<file path="src/rtl/psc_pkg.sv">
// Shared definitions for the parallel-serial converter tile loader:
// drain FSM state encoding, converter mode encodings and row sizing.
package psc_pkg;

  typedef enum logic {
    IDLE = 1'b0,
    WAIT = 1'b1
  } psc_state_t;

  localparam int PSC_MODE_W = 2;
  localparam logic [PSC_MODE_W-1:0] PSC_MODE_0 = 2'd0;
  localparam logic [PSC_MODE_W-1:0] PSC_MODE_1 = 2'd1;
  localparam logic [PSC_MODE_W-1:0] PSC_MODE_2 = 2'd2;
  localparam logic [PSC_MODE_W-1:0] PSC_MODE_3 = 2'd3;

  // Words packed into one tile row: PE words for each converter block.
  function automatic int row_words(input int pe, input int tile_dim);
    return pe * tile_dim;
  endfunction

endpackage

</file>
<file path="src/rtl/psc_row_bank.sv">
// One row bank: word storage, write index, zero-fill on flush and a full flag.
// fill_done is high in the cycle the bank becomes full, so the parent can
// advance its fill pointer on the same edge.
module psc_row_bank #(
  parameter int WORD_W = 16,
  parameter int N      = 4
) (
  input  logic                clk,
  input  logic                reset,
  input  logic                wr_en,
  input  logic [WORD_W-1:0]   wr_data,
  input  logic                flush,
  input  logic                clear,
  output logic [N*WORD_W-1:0] data,
  output logic                full,
  output logic                fill_done
);

  localparam int IDX_W = (N > 1) ? $clog2(N) : 1;
  localparam logic [IDX_W-1:0] LAST_IDX = IDX_W'(N - 1);

  logic [IDX_W-1:0] wr_idx;
  logic             last_word;
  logic             flush_eff;

  // A flush counts only when the bank holds at least one word after this
  // cycle's write and that write did not already complete the row.
  always_comb begin
    last_word = wr_en && (wr_idx == LAST_IDX);
    flush_eff = flush && !last_word && (wr_en || (wr_idx != '0));
    fill_done = last_word || flush_eff;
  end

  // Word storage, write index and full flag.
  always_ff @(posedge clk or negedge reset) begin
    if (!reset) begin
      data   <= '0;
      full   <= 1'b0;
      wr_idx <= '0;
    end else begin
      if (clear) begin
        full <= 1'b0;
      end
      if (fill_done) begin
        full   <= 1'b1;
        wr_idx <= '0;
      end else if (wr_en) begin
        wr_idx <= wr_idx + 1'b1;
      end
      for (int k = 0; k < N; k++) begin
        if (wr_en && (wr_idx == IDX_W'(k))) begin
          data[k*WORD_W +: WORD_W] <= wr_data;
        end else if (flush_eff && (wr_idx <= IDX_W'(k))) begin
          data[k*WORD_W +: WORD_W] <= '0;
        end
      end
    end
  end

endmodule

</file>
<file path="src/rtl/psc_tile_loader.sv">
// Double-buffered tile row loader feeding the parallel-serial converter array.
// Optional feature: define PSC_LOADER_PERF_EN to add perf_launch_count.
module psc_tile_loader
  import psc_pkg::*;
#(
  parameter int MAX_WORD_LENGTH = 16,
  parameter int TILE_DIM        = 8'h02,
  parameter int PE              = 2
) (
  input  logic                                 clk,
  input  logic                                 reset,
  input  logic [1:0]                           mode,
  input  logic                                 in_valid,
  output logic                                 in_ready,
  input  logic [MAX_WORD_LENGTH-1:0]           in_data,
  input  logic                                 flush,
  output logic [1:0]                           psc_mode,
  output logic                                 psc_start,
  input  logic                                 psc_finish,
  output logic [PE*MAX_WORD_LENGTH*TILE_DIM-1:0] psc_parallel_data,
`ifdef PSC_LOADER_PERF_EN
  output logic [15:0]                          perf_launch_count,
`endif
  output logic                                 busy
);

  localparam int N     = row_words(PE, TILE_DIM);
  localparam int ROW_W = N * MAX_WORD_LENGTH;

  psc_state_t state, state_d;
  logic       fill_ptr;
  logic       drain_ptr;
  logic       finish_take;
  logic [1:0] full;
  logic [1:0] fill_done;
  logic [1:0] bank_wr;
  logic [1:0] bank_flush;
  logic [1:0] bank_clear;
  logic [ROW_W-1:0] bank_data [2];

  // in_ready depends only on registered state, never on in_valid.
  always_comb begin
    in_ready = ~full[fill_ptr];
    for (int b = 0; b < 2; b++) begin
      bank_wr[b]    = in_valid && in_ready && (fill_ptr == 1'(b));
      bank_flush[b] = flush && (fill_ptr == 1'(b));
      bank_clear[b] = finish_take && (drain_ptr == 1'(b));
    end
  end

  for (genvar gb = 0; gb < 2; gb++) begin : g_bank
    psc_row_bank #(
      .WORD_W (MAX_WORD_LENGTH),
      .N      (N)
    ) u_bank (
      .clk       (clk),
      .reset     (reset),
      .wr_en     (bank_wr[gb]),
      .wr_data   (in_data),
      .flush     (bank_flush[gb]),
      .clear     (bank_clear[gb]),
      .data      (bank_data[gb]),
      .full      (full[gb]),
      .fill_done (fill_done[gb])
    );
  end

  // Drain FSM next state and launch pulse.
  always_comb begin
    state_d     = state;
    psc_start   = 1'b0;
    finish_take = 1'b0;
    case (state)
      IDLE: begin
        if (full[drain_ptr]) begin
          state_d   = WAIT;
          psc_start = 1'b1;
        end
      end
      WAIT: begin
        if (psc_finish) begin
          state_d     = IDLE;
          finish_take = 1'b1;
        end
      end
      default: state_d = IDLE;
    endcase
  end

  // State, bank pointers and latched converter mode.
  always_ff @(posedge clk or negedge reset) begin
    if (!reset) begin
      state     <= IDLE;
      fill_ptr  <= 1'b0;
      drain_ptr <= 1'b0;
      psc_mode  <= PSC_MODE_0;
    end else begin
      state <= state_d;
      if (|fill_done) begin
        fill_ptr <= ~fill_ptr;
      end
      if (finish_take) begin
        drain_ptr <= ~drain_ptr;
      end
      if (psc_start) begin
        psc_mode <= mode;
      end
    end
  end

`ifdef PSC_LOADER_PERF_EN
  // Saturating count of launches.
  always_ff @(posedge clk or negedge reset) begin
    if (!reset) begin
      perf_launch_count <= '0;
    end else if (psc_start && (perf_launch_count != 16'hFFFF)) begin
      perf_launch_count <= perf_launch_count + 16'd1;
    end
  end
`endif

  // Row presented to the converters; the drained bank is never written while full.
  always_comb begin
    psc_parallel_data = bank_data[drain_ptr];
    busy              = full[0] || full[1] || (state == WAIT);
  end

endmodule
</file>
<file path="config.mk">
export PLATFORM = sky130hd
export DESIGN_NAME = psc_tile_loader
export DESIGN_NICKNAME = d
export VERILOG_FILES = /design/src/rtl/psc_pkg.sv /design/src/rtl/psc_row_bank.sv /design/src/rtl/psc_tile_loader.sv
export SDC_FILE = /design/constraint.sdc
export NUM_CORES = 1
export LEC_CHECK = 0
export CORE_ASPECT_RATIO = 0.8
export CORE_MARGIN = 2
export CORE_UTILIZATION = 42
export DETAILED_ROUTE_END_ITERATION = 7
export GPL_TIMING_DRIVEN = 0
export HOLD_SLACK_MARGIN = 0.15
export SKIP_LAST_GASP = 1
export SYNTH_ARGS = -nofsm -noshare
export SYNTH_HDL_FRONTEND = slang
export SYNTH_SLANG_ARGS = --single-unit
</file>
<file path="constraint.sdc">
create_clock -name clk -period 2.4 [get_ports clk]
set_input_delay 0.48 -clock clk [delete_from_list [all_inputs] [get_ports clk]]
set_output_delay 0.48 -clock clk [all_outputs]
set_load 0.02 [all_outputs]
</file>
* Word level (Yosys, flattened, before mapping)
Index checks and enable logic that the tools add are counted.
** Storage, ports and cells
- Flip-flop bits (word level) :: 139
- Input bits :: 23
- Output and inout bits :: 69
- Logic and storage cells :: 129
** Cells by class
- Add/subtract/negate cells :: 2
- Order comparisons :: 11
- Eq/ne operators :: 6
- Muxes and demuxes :: 37
- Bitwise operators :: 5
- Reductions and logical operators :: 52
** Operator list (count)
- 16-bit 2-to-1 mux :: 16
- 64-bit 2-to-1 mux :: 3
- 2-bit nonzero test :: 14
- 1-bit logical AND :: 27
- 1-bit 2-to-1 mux :: 13
- 2-bit equality test, second input constant :: 4
- 2-bit by 1-bit <= comparator with 1-bit output, second input constant :: 4
- 2-bit <= comparator, second input constant :: 4
- 2-bit 2-to-1 mux :: 4
- 1-bit logical OR :: 6
- 2-bit by 1-bit adder with 2-bit output, second input constant :: 2
- 2-bit by 1-bit equality test with 1-bit output, second input constant :: 2
- 2-bit zero test :: 2
- 1-bit by 2-bit < comparator with 1-bit output, second input constant :: 2
- 1-bit inverter :: 4
- 2-bit >= comparator, second input constant :: 1
- 1-bit zero test :: 2
- 1-bit inverter with 2-bit output :: 1
- 1-bit one-hot mux with 2 select lines :: 1
- 2-bit OR reduction :: 1

* Logic depth before layout (Yosys ltp)
Gate-level depths: netlist of run 1.
- Depth after elaboration :: 12
- Gate-level depth with buffers :: 7
- Mapped depth without buffers :: 5

* Hierarchy
Synthesis of run 1 repeated with hierarchy kept, for this count alone.
** Second synthesis, totals
- Cells, all modules :: 439
- Area total of the unflattened synthesis :: 6242.2 um2
** By module, submodules not included
- psc_row_bank :: times used 2, cells each 172, area an instance 2598.7 um2
- psc_tile_loader :: times used 1, cells each 95, area an instance 1044.8 um2

* Worst setup path after synthesis of run 1
OpenSTA, ideal clock, no wires.
- Kind :: register -> output
- From :: register drain_ptr
- To :: output psc_parallel_data[56]
- Arrival :: 1.582 ns
- Required time :: 1.920 ns
- Path slack :: 0.338 ns
- Cell stages (with the launch flop) :: 5
- Buffers on the path :: 3
- Cells stage by stage :: dfrtp_1 clkbuf_1 clkbuf_1 clkbuf_1 mux2_2
** On the way
- Cells in the longest elaborated chain, start to end :: 4
** Ends and longest elaborated chain
- start, declared :: line psc_tile_loader.sv:32 : logic drain_ptr;
- start signal, assigned :: line psc_tile_loader.sv:103 : drain_ptr <= ~drain_ptr;
- 1-bit inverter with 2-bit output (not written as such) :: line psc_tile_loader.sv:124 : psc_parallel_data = bank_data[drain_ptr];
- 64-bit 2-to-1 mux (not written as such) (3 in a row) :: line psc_tile_loader.sv:124
- end, declared :: line psc_tile_loader.sv:20 : output logic [PE*MAX_WORD_LENGTH*TILE_DIM-1:0] psc_parallel_data,
No other way between the ends. The select of a mux whose other input is x is not followed.

* Worst setup path in the final report of run 1
- From :: register drain_ptr
- To :: output psc_parallel_data[62]
Same word-level chain as after synthesis.

==> results of run 1 <==
critical path, cell delays in order, from the launching register on:
cell	delay, ps
dfrtp_2	410
buf_12	160
clkbuf_8	190
mux2_2	360
dlygate4sd2_1	320
state kept, by name (all words and copies together) (netlist names):
signal / cells
psc_mode: 2
g_bank.u_bank.wr_idx: 4
state: 1
g_bank.u_bank.full: 2
drain_ptr: 1
g_bank.u_bank.data: 128
fill_ptr: 1
layer usage:
metal  track usage (%)  part of all wire, %  vias to the layer above
met5                 0                    0                        -
met4              7.40                  1.4                        0
met3              4.87                  6.0                       20
met2              31.4                   44                      131
met1              32.1                   49                     2277
li1                  -                    -                     2018
path summary, 6_finish.rpt:
kind	start	end
min	g_bank[0].u_bank.data[27]	g_bank[0].u_bank.data[27]
max reg2reg	g_bank[0].u_bank.wr_idx[0]	g_bank[0].u_bank.data[43]
min in group asynchronous	reset	g_bank[0].u_bank.data[37]
max in group asynchronous	reset	g_bank[1].u_bank.data[11]
max	drain_ptr	psc_parallel_data[62]
min reg2reg	g_bank[0].u_bank.data[27]	g_bank[0].u_bank.data[27]
power groups by stage:
stage                     clock network (mW)  logic [mW]  registers (mW)
after CTS                               2.91        4.46            3.75
after detailed placement                   0        4.72            3.77
after global placement                     0        4.65            3.70
final                                   2.89        4.46            3.76
after floorplan                            0        3.01            3.62
after global routing                    3.04        4.78            3.88
kinds of logic (layout without fill, tap and decap cells):
kind of cell,count (synthesis),count (layout),synth area share (%)
flops,139,139,55.2
simple gates,129,129,9.64
mux,101,101,18.0
compound gates,78,78,10.8
buf+inv,55,166,3.92
fa+ha+maj,10,10,1.99
xor+xnor,3,3,0.417
layout by cell type, fill, tap and decap left out, drive strengths merged:
cell           synthesis  final
dlygate4sd2            0     64
and3b                  3      3
clkbuf                13     36
o22ai                  3      3
bufinv                 0      5
buf                   37     43
clkdlybuf4s50          0      9
nor2                  70     70
nand2b                 3      3
mux2i                  3      3
dfrtp                139    139
xnor2                  3      3
nand3                  1      1
inv                    5      5
or3                    1      1
a22o                  64     64
o21ai                  1      1
a2111oi                1      1
clkinv                 0      2
o21bai                 1      1
a21o                   2      2
ha                    10     10
clkdlybuf4s15          0      1
nor3                  32     32
a21oi                  5      5
nor3b                  3      3
nand2                  9      9
a211oi                 1      1
mux2                  98     98
and2                   7      7
dlygate4sd3            0      1
metrics by stage:
step                area, µm²  cells  total power, mW
detailed placement       7310    775             8.49
finish                   7970    810             11.1
global route             7970    810             11.7
floorplan                6300    515             6.63
global placement         7280    774             8.35
CTS                      7940    808             11.1
area by class of cell:
cell class / instances / area, µm²
Buffer: 49 / 290
Sequential cell: 139 / 3480
Inverter: 5 / 18.8
Timing Repair Buffer: 80 / 732
Clock buffer: 25 / 485
Multi-Input combinational cell: 321 / 2570
Fill cell: 1250 / 6480
Clock inverter: 7 / 160
Tap cell: 184 / 230
repair_timing:
action,4_1_cts,5_1_grt
setup buffers,1,2
endpoints found under the hold margin,66,0
endpoints found under the setup margin,65,27
hold buffers,1,0
gates resized for setup,84,4
==> results, run 1 <==
- TritonCTS built the clock tree.
- The worst hold path belongs to the class flop to flop.
- The fraction of layout instances using a drive strength above 1 is 25.9%.
- The final total negative setup slack is 0 ps.
- The maximum number of pins on one net before global-route repair is 74.
- For this block, the initial DRC count from the detailed router was 313.
- The die extent in y is 114 µm.
- The hold violation count in the final report came to 0.
- The most frequent cell after synthesis is dfrtp_1.
- Setup slack on the critical path of the routed design comes to 58.8 ps.
- The final net count is 646.
- For this configuration, the core starts out at a cell density of 43.6%.
- The via count of the first global-routing pass is 4624.
- The core region is 14400 µm².
- The number of enable flip-flop cells after synthesis is 0.
- The most frequently used flop master after synthesis is dfrtp_1.
- The max-slew violation total from the final report is 0.
- dfrtp_1 takes more of the synthesized area than any other cell.
- For this run, the top clock speed supported by timing is 427 MHz.
- The average detailed-routed wire length per instance is 19.9 µm.
- Across all layers, the routed design uses 4446 vias.
- The sum of routed wire length over all layers is 16.2 mm.
- Setup violations remaining at the end of the flow were counted as 0.
- STA puts the critical path data arrival time at 1860 ps.
- The clock transition at the registers of the reported paths is 50 ps.
- The number of buffers created by CTS is 17.
- Counting flops and latches in the post-synthesis netlist gives 139.
- The root buffer selected by CTS is clkbuf_16.
- The number of antenna diodes in the final layout is 0.
- Before antenna repair, the detailed router went through 4 iterations.
- In the routed design, unresolved DRC markers number 0.
- The power density over the cells is 1390 nW/µm².
- In this run the remaining antenna-violating nets after routing total 0.
- Dividing the synthesized area by the synthesized cell count gives 12.2 µm².
- The final critical delay including setup and external delays is 2340 ps.
- The post-synthesis cell area is 6300 µm².
- By startpoint and endpoint, the worst setup path is classified as flop to output pin.
- The maximum root-to-sink buffer count is 2.
- After detailed routing, the number of vias per cell comes to 5.49.
- The clock network is responsible for 26.0% of the overall power.
- Max-cap violations in this run came to 0.
- The source-to-sink clock delay at the later pin of the worst-skew pair is 420 ps.
- The leakage power total is 3.93 nW.
- Yosys attributes the largest share of cell area to dfrtp_1 55%, mux2_2 18%, a22o_1 8.9%, nor2_1 4.2%, nor3_1 2.5%.
- The highest fanout seen on the critical path is 10.
- The first-pass GRT wire length is 26.2 mm.
- The number of instances in the synthesized netlist is 515.
- The unique cell type count in the Yosys netlist is 29.
- Yosys printed 0 warnings.
- The total number of clock tree sinks is 139.
- The combinational power share is 40.2%.
- The share of synthesized area in the top cell type comes to 55.2%.
- The analysis attributes to net switching a power of 3.80 mW.
- The net count after synthesis is 548.
- The number of antenna violations at the first check in global routing is 0.
- The floorplan step defined a die boundary enclosing 16000 µm².
- The final weighted congestion in routability-driven placement is 0.804.
- Setup repair after global routing could not meet its margin everywhere.
- Across every metal layer, demand over resource in global routing totals 21.6%.
- The worst setup path is captured at an output pin.
- The cell row count is 39.
- The overflow left after global routing is 0.
- The startpoint type of the worst setup path is a flop.
- Ranked by instance count, the synthesized netlist is headed by 139 x dfrtp_1, 98 x mux2_2, 70 x nor2_1.
- The internal power contribution is 7.31 mW.
- For the worst flop-to-flop path, the logic depth is 6.
- Of all flip-flops after synthesis, the portion carrying an async set or reset was 100%.
- The share of the clock period used by the worst path after layout is 97.5%.
- The number of top-level design ports is 92.
- The peak supply drop is 0.000872 V.
- The final HPWL from detailed placement is 10.9 mm.
- Timing analysis after detailed placement gives a worst setup slack of -673 ps.
- Across all hold checks on the routed design, the worst slack comes to 496 ps.
- In this run, flip-flops and latches consume 33.9% of the power.
- The H-tree was split into 4 levels.
- The slack of the worst reg-to-reg path is 180 ps.
- From left edge to right edge, the die measures 141 µm.
- Once layout is complete, the utilization of the core stands at 55.2%.
- Across the routed clock network, the largest skew measured is 6.73 ps.
- Of the synthesized area, sequential elements account for 55.2%.
- The number of input and output port buffers inserted is 75.
- Counting instances, the worst hold path has a depth of 1.
- For the pin with the worst max-slew slack, the measured transition is 640 ps.
- The flow ran to the end, and the final reports show no timing, DRC or antenna violations.
- The normalized max-slew margin is 57.3%.
- Data on the critical path is required at its endpoint by 1920 ps.
- The relative area change from synthesis to final layout is 26.6%.
- The share of total power consumed by net switching is 34.2%.
Power figures use the tool's default switching activity.
==> run 2: changes to the inputs <==
Settings changed: ABC_CLOCK_PERIOD_IN_PS set to 2400, CORE_MARGIN 2 to 4.
==> run 2 against run 1 <==
Critical path depth is the same. Sequential share of layout area grew 0.54 points. Setup slack gained 15 ps. Via count shrank 1.4%. Die area grew 6.5%. Highest routed layer unchanged.
==> results, run 2 (synthesis gave the netlist of run 1 again) <==
- The flow ran to the end, and the final reports show no timing, DRC or antenna violations.
- The slack of the worst reg-to-reg path is 220 ps (+40 ps).
- The width of the chip is 145 µm (+2.8%).
- Leaving out fill and tap cells, the most frequent cell in the layout is dfrtp_1.
- The number of nets with antenna violations after routing is 0 (unchanged).
- The final net count is 645 (-0.15%).
- The source-to-sink clock delay at the later pin of the worst-skew pair is 410 ps (about the same).
- The worst path arrival time is 1850 ps (about the same).
- The final HPWL from detailed placement is 11.0 mm (+0.29%).
- The cell depth of the worst hold path is 1 (unchanged).
- The number of antenna repair diodes came to 0 (unchanged).
- Leaving out fill and tap cells, the most frequent cells in the layout are 138 x dfrtp_1, 98 x mux2_2, 70 x nor2_1.
- The die extent in y is 118 µm (+3.5%).
- The maximum root-to-sink buffer count is 2 (unchanged).
- The register with the most flip-flops is g_bank.u_bank.data.
- The leakage power total came to 3.86 nW (-1.6%).
- The final core area utilization was 54.3% (-0.86 points).
- The power density over the cells is 1350 nW/µm² (-3.1%).
- The pre-CTS setup slack was -610 ps (+62.5 ps).
- The share of the clock period used by the worst path after layout is 96.9% (-0.65 points).
- The count of unresolved DRC violations after routing is 0 (unchanged).
- The peak supply drop is 0.000736 V (-16%).
- The max-capacitance violation count is 0 (unchanged).
- The largest registers in the layout are g_bank.u_bank.data (128), g_bank.u_bank.wr_idx (4).
- The number of antenna violations at the first check in global routing was 0 (unchanged).
- The required time at the endpoint of the critical path was 1920 ps (about the same).
- The actual transition at the worst max-transition pin is 582 ps (-57.7 ps).
- The hold violation count in the final report is 0 (unchanged).
- The worst path setup slack after routing is 74.3 ps (+15.5 ps).
- The final weighted congestion in routability-driven placement is 0.846 (+5.2%).
- The via count of the first global-routing pass is 4643 (+0.41%).
- STA classifies the critical path endpoint as an output pin.
- The setup skew after layout is 8.75 ps (+2.02 ps).
- TritonCTS built the clock tree.
- The max-slew violation total from the final report is 0 (unchanged).
- The final setup violation count is 0 (unchanged).
- The type of the most critical hold path is flop to flop.
- The total number of clock tree sinks is 139 (unchanged).
- Setup repair after global routing left no endpoint under its margin.
- The CTS H-tree depth is 4 (unchanged).
- The normalized max-slew margin was 61.2% (+3.8 points).
- The vias per cell is 5.42 (-1.3%).
- The startpoint of the lowest-slack register-to-register path is g_bank[0].u_bank.wr_idx[0].
- The number of DRC violations after detailed-routing iteration 0 is 229 (-27%).
- The iteration count of the initial detailed-routing pass is 4 (unchanged).
- The number of cells in the design after placement is 775 (unchanged).
- The overflow left after global routing is 0 (unchanged).
- The sum of routed wire length over all layers is 16.0 mm (-1.2%).
- The maximum number of pins on one net before global-route repair is 81 (+9.5%).
- The post-layout instance count excluding filler cells is 809 (-0.12%).
- The average detailed-routed wire length per instance came to 19.7 µm (-1.1%).
- The highest achievable clock rate is 430 MHz (+0.67%).
- The instance area after placement is 7310 µm² (unchanged).
- The highest fanout seen on the critical path is 10 (unchanged).
- The aggregate global-route resource usage is 19.6% (-2.0 points).
- The number of vias in the routed layout is 4382 (-1.4%).
- The initial core utilization is 43.4% (-0.15 points).
- From synthesis to final layout, the design area changed by 25.0%.
- The final critical delay including setup and external delays is 2330 ps (-15.5 ps).
- The fraction of layout instances using a drive strength above 1 was 26.4% (+0.52 points).
- The number of top-level design ports was 92 (unchanged).
- The root buffer selected by CTS is clkbuf_16.
- The hold slack is 494 ps (-1.85 ps).
- In this run the critical register-to-register path is captured at g_bank[0].u_bank.data[40].
- The clock transition at the registers of the reported paths is 60 ps (about the same).
- The beginning of the worst hold path is g_bank[0].u_bank.data[26].
- The kind of critical path is flop to output pin.
- The worst reg2reg path depth is 6 (unchanged).
- The number of buffers created by CTS is 17 (unchanged).
- The first-pass GRT wire length was 26.0 mm (-0.58%).
- The cell row count is 39 (unchanged).
- The worst hold path terminates at g_bank[0].u_bank.data[26].
- The startpoint type of the worst setup path is a flop.
- The final instance area came to 7870 µm² (-1.2%).
- The number of flip-flops in the largest register is 128 (unchanged).
- The number of input and output port buffers inserted is 75 (unchanged).
- The die footprint came to 17000 µm² (+6.5%).
- The standard cell core area is 14500 µm² (+0.34%).
## run 2: cell types whose count changed in the layout (fill, tap and decap cells not counted), sizes merged
| cell | delta |
|---|---|
| dlygate4sd2 | +1 |
| clkbuf | -6 |
| clkinvlp | +7 |
| buf | -1 |
| inv | +2 |
| bufinv | -4 |
| clkdlybuf4s15 | -1 |
| clkinv | +1 |
## run 2: worst max-delay path: stages (launching register included)
cell	delay, ps
dfrtp_2	390
buf_8	160
clkbuf_8	190
mux2_2	360
dlygate4sd2_1	330
## run 2: how the worst max path moves through the flow
stage,slack (ps),start,cells past startpoint,end
after floorplan,340,drain_ptr,4,psc_parallel_data[56]
after global placement,-4530,reset,1,g_bank[0].u_bank.data[11]
after detailed placement,-610,drain_ptr,5,psc_parallel_data[58]
after CTS,-70,drain_ptr,4,psc_parallel_data[43]
after global routing,10,g_bank[1].u_bank.full,2,busy
final,70,drain_ptr,4,psc_parallel_data[59]
## run 2: layer usage
layer	wire length (µm)	share of wire (%)	global-route usage [%]	vias to the layer above
li1	-	-	-	2017
met1	7640	48	29.9	2226
met2	7060	44	28.2	130
met3	1150	7.2	5.00	9
met4	110	0.69	4.37	0
met5	0	0	0	-
## run 2: layout make-up
| class | count | area, µm² |
|---|---|---|
| fillers | 1243 | 6620 |
| flip-flops and latches | 139 | 3480 |
| multi-input cells | 321 | 2570 |
| repair buffers | 79 | 723 |
| clock buffers | 19 | 443 |
| plain buffers | 49 | 285 |
| well taps | 184 | 230 |
| clock inverters | 13 | 119 |
| inverters | 5 | 18.8 |
## run 2: power breakdown
part / switching [mW] / internal [mW] / leakage, nW
sequential: 0.491 / 3.23 / 1.83
clock: 1.03 / 1.45 / 0.254
combinational: 2.30 / 2.12 / 1.77
total: 3.82 / 6.81 / 3.86
## run 2: what timing repair did
item / in CTS / in global routing
setup endpoints to repair: 65 / 27
endpoints found under the hold margin: 59 / 0
resized for setup: 84 / 2
hold buffers: 1 / 0
setup buffers: 0 / 2
## run 2: through the flow
stage	power, mW	setup TNS (ps)
finish	10.6	0
global placement	8.37	-655200
floorplan	6.63	0
global route	11.3	0
CTS	10.7	-890
detailed placement	8.47	-28430
